[config.mk]
export PLATFORM = sky130hd
export DESIGN_NAME = data_bg_gen
export DESIGN_NICKNAME = d
export VERILOG_FILES = /design/src/rtl/mbist_pkg.sv /design/src/rtl/bg_pattern.sv /design/src/rtl/data_bg_gen.sv
export SDC_FILE = /design/constraint.sdc
export NUM_CORES = 1
export LEC_CHECK = 0
export CORE_MARGIN = 8
export CORE_UTILIZATION = 31
export DETAILED_ROUTE_END_ITERATION = 6
export GPL_TIMING_DRIVEN = 0
export HOLD_SLACK_MARGIN = 0.08
export PLACE_DENSITY = 0.55
export SYNTH_ARGS = -nofsm -noshare
export SYNTH_HDL_FRONTEND = slang
export SYNTH_SLANG_ARGS = --single-unit
[constraint.sdc]
create_clock -name clk -period 1.8 [get_ports clk]
set_input_delay 0.45 -clock clk [delete_from_list [all_inputs] [get_ports clk]]
set_output_delay 0.45 -clock clk [all_outputs]
set_load 0.01 [all_outputs]
[src/rtl/mbist_pkg.sv]
// Shared MBIST types: background FSM state and the (background index, polarity) step.
// The step index is sized generously; users slice it down to their own index width.
package mbist_pkg;

  typedef enum logic {
    ST_IDLE = 1'b0,
    ST_RUN  = 1'b1
  } bg_state_t;

  localparam int STEP_IDX_W = 8;

  typedef struct packed {
    logic [STEP_IDX_W-1:0] idx;
    logic                  inv;
  } bg_step_t;

  localparam bg_step_t STEP_FIRST = '{idx: '0, inv: 1'b0};

  // Step order: (k,0) -> (k,1) -> (k+1,0)
  function automatic bg_step_t step_advance(input bg_step_t s);
    bg_step_t r;
    r = s;
    if (s.inv) begin
      r.idx = s.idx + STEP_IDX_W'(1);
      r.inv = 1'b0;
    end else begin
      r.inv = 1'b1;
    end
    return r;
  endfunction

endpackage

[src/rtl/bg_pattern.sv]
// Combinational data background: bg0 = all zeros, bgk bit j = NOT bit (k-1) of j.
module bg_pattern #(
  parameter int WLENGTH = 8
) (
  input  logic [((($clog2(WLENGTH) + 1) > 1) ? $clog2($clog2(WLENGTH) + 1) : 1)-1:0] idx,
  output logic [WLENGTH-1:0] word
);

  localparam int NUM_BG = $clog2(WLENGTH) + 1;
  localparam int IDX_W  = (NUM_BG > 1) ? $clog2(NUM_BG) : 1;

  always_comb begin
    word = '0;
    for (int k = 1; k < NUM_BG; k++) begin
      if (idx == IDX_W'(k)) begin
        for (int j = 0; j < WLENGTH; j++) begin
          word[j] = (((j >> (k - 1)) % 2) == 0);
        end
      end
    end
  end

endmodule

[src/rtl/data_bg_gen.sv]
// MBIST data background generator: step FSM plus a two-stage pattern pipeline.
// Define DATA_BG_ROW_CB_EN to enable row-parity inversion (row checkerboard).
module data_bg_gen
  import mbist_pkg::*;
#(
  parameter int WLENGTH = 8,
  parameter int ADDR_W  = 8,
  parameter int ROW_LSB = 4
) (
  input  logic                clk,
  input  logic                rst_n,
  input  logic                start,
  input  logic                abort,
  input  logic                next,
  input  logic                rcb_mode,
  input  logic                req_valid,
  input  logic [ADDR_W-1:0]   addr,
  output logic                out_valid,
  output logic [WLENGTH-1:0]  out_data,
  output logic [((($clog2(WLENGTH) + 1) > 1) ? $clog2($clog2(WLENGTH) + 1) : 1)-1:0] bg_idx,
  output logic                bg_inv,
  output logic                busy,
  output logic                done
);

  localparam int NUM_BG   = $clog2(WLENGTH) + 1;
  localparam int BG_IDX_W = (NUM_BG > 1) ? $clog2(NUM_BG) : 1;

  bg_state_t    state, state_n;
  bg_step_t     step, step_n;
  logic         done_n;
  logic         step_last;

  logic               s1_valid;
  logic [WLENGTH-1:0] s1_word;
  logic               s1_inv;
  logic [WLENGTH-1:0] bg_word;
  logic               inv_flag;
  logic               unused_ok;

  assign step_last = step.inv && (step.idx == STEP_IDX_W'(NUM_BG - 1));

  always_ff @(posedge clk or negedge rst_n) begin
    if (!rst_n) begin
      state <= ST_IDLE;
      step  <= STEP_FIRST;
      done  <= 1'b0;
    end else begin
      state <= state_n;
      step  <= step_n;
      done  <= done_n;
    end
  end

  // abort outranks next; start is only looked at in IDLE
  always_comb begin
    state_n = state;
    step_n  = step;
    done_n  = 1'b0;
    if (state == ST_RUN) begin
      if (abort) begin
        state_n = ST_IDLE;
        step_n  = STEP_FIRST;
      end else if (next) begin
        if (step_last) begin
          state_n = ST_IDLE;
          step_n  = STEP_FIRST;
          done_n  = 1'b1;
        end else begin
          step_n = step_advance(step);
        end
      end
    end else begin
      step_n = STEP_FIRST;
      if (start && !abort) state_n = ST_RUN;
    end
  end

  assign busy   = (state == ST_RUN);
  assign bg_idx = step.idx[BG_IDX_W-1:0];
  assign bg_inv = step.inv;

  bg_pattern #(.WLENGTH(WLENGTH)) u_bg_pattern (
    .idx  (bg_idx),
    .word (bg_word)
  );

`ifdef DATA_BG_ROW_CB_EN
  assign inv_flag = bg_inv ^ (rcb_mode & addr[ROW_LSB]);
`else
  assign inv_flag = bg_inv;
`endif

  assign unused_ok = ^{rcb_mode, addr, step.idx};

  // Stage 1 samples the pre-advance step, so a request alongside next/abort sees the old step
  always_ff @(posedge clk or negedge rst_n) begin
    if (!rst_n) begin
      s1_valid  <= 1'b0;
      s1_word   <= '0;
      s1_inv    <= 1'b0;
      out_valid <= 1'b0;
      out_data  <= '0;
    end else begin
      s1_valid  <= req_valid;
      s1_word   <= bg_word;
      s1_inv    <= inv_flag;
      out_valid <= s1_valid;
      if (s1_valid) out_data <= s1_inv ? ~s1_word : s1_word;
    end
  end

endmodule

After elaboration in Yosys (flattened, before gate mapping)
Index checks and enable logic that the tools add are counted.

Equal/unequal tests: 6. Muxes and demuxes: 19. Bitwise gates (word level): 1. Add/sub/neg operators: 1. Reductions and logical operators: 4.

Operators by type and width (number): $mux W9 (4); $mux W7 (3); $mux W8 (2); $mux W1 (10); $add A8 B1 Y8 const B (1); $eq A8 B2 Y1 const B (1); $not A8 Y8 (1); $eq A2 B2 Y1 const B (2); $ne A4 B2 Y1 const B (1); $ne A3 B3 Y1 const B (1); $eq A2 B1 Y1 const B (1); $logic_and A1 B1 Y1 (2); $reduce_and A2 Y1 (1); $logic_not A1 Y1 (1).

Bits in registers: 30. Word-level logic and storage cells: 40. Bits of input ports: 15.

Longest topological paths before layout
Word-level depth: 6. Depth in mapped cells: 5.

Modules after synthesis
Synthesis repeated with hierarchy kept, for this count alone.

Cells, all modules: 113. Area total of the unflattened synthesis: 1297.5 um2.

Modules (own cells, without submodules): data_bg_gen (area each 1212.4 um2, times used 1, cells each 102); bg_pattern (area each 85.1 um2, times used 1, cells each 11).

Worst setup path after synthesis
Ideal clock, no wire load.

Path kind: register to register. Start: register step, in the netlist bg_idx[0]. End: register step, in the netlist bg_idx[0]. Clock period less this slack: 1.350 ns. Path slack: 0.450 ns. Setup time: 0.121 ns. Stages on the path, launching flop included: 6. Arrival time: 1.229 ns. Cells stage by stage: dfrtp_1 ha_1 nor4b_1 nand3_1 nand2_1 nor2_1.

Longest elaborated chain between the ends: 6. Elaborated cells between the ends (all ways): 10. Classes of those cells: add/sub (1); eq/ne (2); mux (5); reduce/logical (2).

RTL lines: start: declaration (line data_bg_gen.sv:30) `bg_step_t step, step_n;`; start signal: assignment (line data_bg_gen.sv:50) `step <= step_n;`; $add A8 B1 Y8 or $eq A8 B2 Y1 (tied branches) (line mbist_pkg.sv:24, data_bg_gen.sv:41); $mux W8 or $logic_and A1 B1 Y1 (tied branches) (line mbist_pkg.sv:23, data_bg_gen.sv:41); $mux W9 (line data_bg_gen.sv:65) `if (step_last) begin`; $mux W9 (line data_bg_gen.sv:64) `end else if (next) begin`; $mux W9 (line data_bg_gen.sv:61) `if (abort) begin`; $mux W9 (line data_bg_gen.sv:60) `if (state == ST_RUN) begin`.

Parallel ways exist; a longest one is shown, timed or not. The select of a mux whose other input is x is not followed. A chain may end at the register's enable or synchronous reset.

Worst setup path after layout
Start: register step, in the netlist bg_idx[0]. End: output bg_idx[0] (netlist name).

RTL lines: end: declaration (line data_bg_gen.sv:20) `output logic [((($clog2(WLENGTH) + 1) > 1) ? $clog2($clog2(WLENGTH) + 1) : 1)-1:0] bg_idx,`.

No word-level cell between the ends.

==> summary.txt <==
Status
  • Status: complete, no violations

Clock tree
  • Root Driver: clkbuf_8
  • CTS buffer count: 5
  • Hold_buf cts: 0
  • Sinks on Clock Net: 29
  • Clk slew on worst S/H paths: 0.06 ns
  • Clk buf depth: 2
  • CTS H-Tree Depth: 2
  • TritonCTS clock tree: yes
  • Worst-Skew Late Latency: 0.28 ns

Timing
  • Final Skew: 0.004554 ns
  • Post-route setup slack: 0.08841 ns
  • Fmax: 0.5843 GHz
  • Max-slew violations: 0
  • Final-report hold violation count: 0
  • Slew margin rel.: 0.5878
  • Min cycle time layout: 1.712 ns
  • RSZ-0062 raised after global routing: no
  • Least-Margin Pin Slew: 0.6183 ns
  • Tcrit/Tclk final: 0.9509
  • Finish-stage setup viols: 0
  • WHS: 0.1816 ns

Floorplanning
  • Die area: 6163 sq um
  • FP Rows: 22
  • Vert. Die Dim: 78.51 um
  • Starting Density: 0.3259
  • Die W: 78.51 um
  • Top Ports: 29
  • Placeable Area: 3716 sq um

Critical path
  • Setup Crit Path Kind: reg2out
  • CP max FO: 2
  • Critical path capture point type: output port
  • WP data arrival: 1.26 ns
  • CP Launch Type: flop
  • CP required: 1.35 ns

Placed design
  • Pre-CTS WS: -0.1758 ns
  • DP Wirelength: 1453 um
  • DP Cell Count: 173
  • Routability cong.: 0.8438
  • Port Buf Inserts: 19

Drt
  • Drc violations: 0
  • Drt wl/cell: 11.45 um
  • Routed WL: 2107 um
  • DR vias/cell: 4.342
  • Initial DRC count: 25
  • Drt first pass iters: 4
  • Via count: 799
  • Routed Antenna Nets: 0

Yosys
  • Syn avg cell area: 11.43 sq um
  • Netlist cell types: 26
  • Yosys reg bits: 29
  • Seq/Total Area, Yosys: 0.5992
  • Most area-consuming cells after synthesis: dfrtp_1 60%, xnor2_1 8.7%, nor2_1 5.3%
  • Cell taking the most area after synthesis: dfrtp_1
  • Post-Syn Instances: 106
  • Synth top area share: 0.5992
  • Syn Nets: 125
  • Yosys warns: 0
  • Synth Cell Area: 1211 sq um

Global route
  • Initial antenna violation count: 0
  • Overflow after GRT: 0
  • Largest net degree at the start of global routing: 30
  • Total GRT Usage: 0.07559
  • Vias in the first global route: 803
  • First-pass GRT wire length: 3615 um

Worst hold path
  • Worst hold path type: in2async

Finish
  • Number of fillers in the final layout: 366
  • Final #Nets: 154
  • Reg area: 728.2 sq um
  • Area delta synth->final: 29.65%
  • # diodes: 0
  • Multi-input logic area: 446.7 sq um
  • Share of cells above drive strength 1: 0.1691
  • Post-Layout Cell Count: 184

Pwr
  • PwrDens: 829.5 nW/um^2
  • Pleak: 0.6835 nW
  • Max VDD drop: 0.4337 mV

Flow run
  • Max cap viols: 0
## area by class of cell
type	count	share of cell area
clock buffers	6	0.04622
well taps	48	0.03825
repair buffers	22	0.1323
plain buffers	6	0.02151
multi-input cells	68	0.2845
inverters	3	0.007171
flip-flops and latches	29	0.4637
clock inverters	2	0.006374
## power by group
part | leakage (nW) | switching, W | internal, W
logic | 0.256 | 0.0000543 | 0.0000599
registers | 0.383 | 0.0000135 | 0.000674
clock network | 0.0450 | 0.000234 | 0.000267
total | 0.683 | 0.000302 | 0.00100
## cell families (layout without fill, tap and decap cells)
| group | count (synthesis) | after routing | synth area share |
|---|---|---|---|
| adder cells (fa/ha/maj) | 4 | 4 | 0.04132 |
| buffers and inverters | 9 | 39 | 0.03718 |
| XOR/XNOR | 15 | 15 | 0.1085 |
| multiplexers | 2 | 2 | 0.01756 |
| AO/OA/AOI/OAI | 14 | 14 | 0.06817 |
| AND/OR/NAND/NOR | 33 | 33 | 0.1281 |
| flip-flops | 29 | 29 | 0.5992 |
## sequential cells by signal, summed over array words and instances (netlist names)
name and count:
step 6, bg_inv 1, s1_valid 1, busy 1, out_data 8, out_valid 1
s1_inv 1, bg_idx 2, s1_word 7, done 1
## worst paths after layout
| kind | from | endpoint | slack, ns | cells past startpoint |
|---|---|---|---|---|
| worst max register to register | bg_idx[1] | step[3] | 0.27 | 6 |
| worst min register to register | bg_inv | s1_inv | 0.47 | 0 |
| max in group asynchronous | rst_n | bg_idx[0] | 1.17 | 1 |
| min in group clk | bg_inv | s1_inv | 0.47 | 0 |
| worst min-delay path | rst_n | out_data[2] | 0.18 | 1 |
| worst max-delay path | bg_idx[0] | bg_idx[0] | 0.09 | 2 |
## worst max-delay path, stage by stage, from the launching register on
cell	delay, ns
dfrtp_2	0.40
buf_4	0.12
clkdlybuf4s50_1	0.47
## timing repair
item | CTS | global route
buffers inserted | 3 | 0
endpoints found under the setup margin | 2 | 5
gates resized for setup | 2 | 1
## metal layers
metal | up-vias | share of wire | track usage
met5 | - | 0 | 0
li1 | 400 | - | -
met4 | 0 | 0.024 | 0.04815
met3 | 6 | 0.082 | 0.04784
met1 | 373 | 0.43 | 0.07593
met2 | 20 | 0.46 | 0.1152
## placed cells by master, fill, tap and decap left out
master and count:
and2_1 1, clkdlybuf4s50_1 18, nor3_1 1, xnor2_1 12, buf_2 4, nor2b_1 1
or2_2 2, nor4b_2 1, nand3_1 1, mux2i_1 1, clkbuf_8 5, a211oi_1 2
and3_1 1, inv_1 3, o21ai_1 1, a21oi_1 9, nor2_1 17, nand2_1 5
dfrtp_2 2, clkinv_2 2, mux2_2 1, clkbuf_1 2, nand2b_1 1, dfrtp_1 27
nand4_1 1, xor2_1 3, nand3_2 1, buf_4 5, o2111ai_1 2, ha_1 4
## synthesized netlist by cell type
master     instances
a21oi_1            9
and3_1             1
xnor2_1           12
nand4_1            1
and2_1             1
nor2b_1            1
o2111ai_1          2
nand3_2            1
inv_1              3
buf_4              2
nand2_1            5
xor2_1             3
mux2_2             1
buf_2              3
dfrtp_1           29
a211oi_1           2
nor3_1             1
ha_1               4
clkbuf_1           1
nor4b_1            1
mux2i_1            1
o21ai_1            1
nand3_1            1
or2_2              2
nand2b_1           1
nor2_1            17
## per-stage QoR
stage	instance area, sq um	TNS [ns]	total power (W)	utilization
2_1_floorplan	1211	0	0.0007451	-
3_3_place_gp	1461	-4.241	0.0008143	0.3933
3_5_place_dp	1461	-5.065	0.0008167	0.3933
4_1_cts	1569	0	0.001333	0.4222
5_1_grt	1570	0	0.001375	0.4226
6_report	1570	0	0.001303	0.4226
No activity file was read; power rests on OpenSTA's default activity.
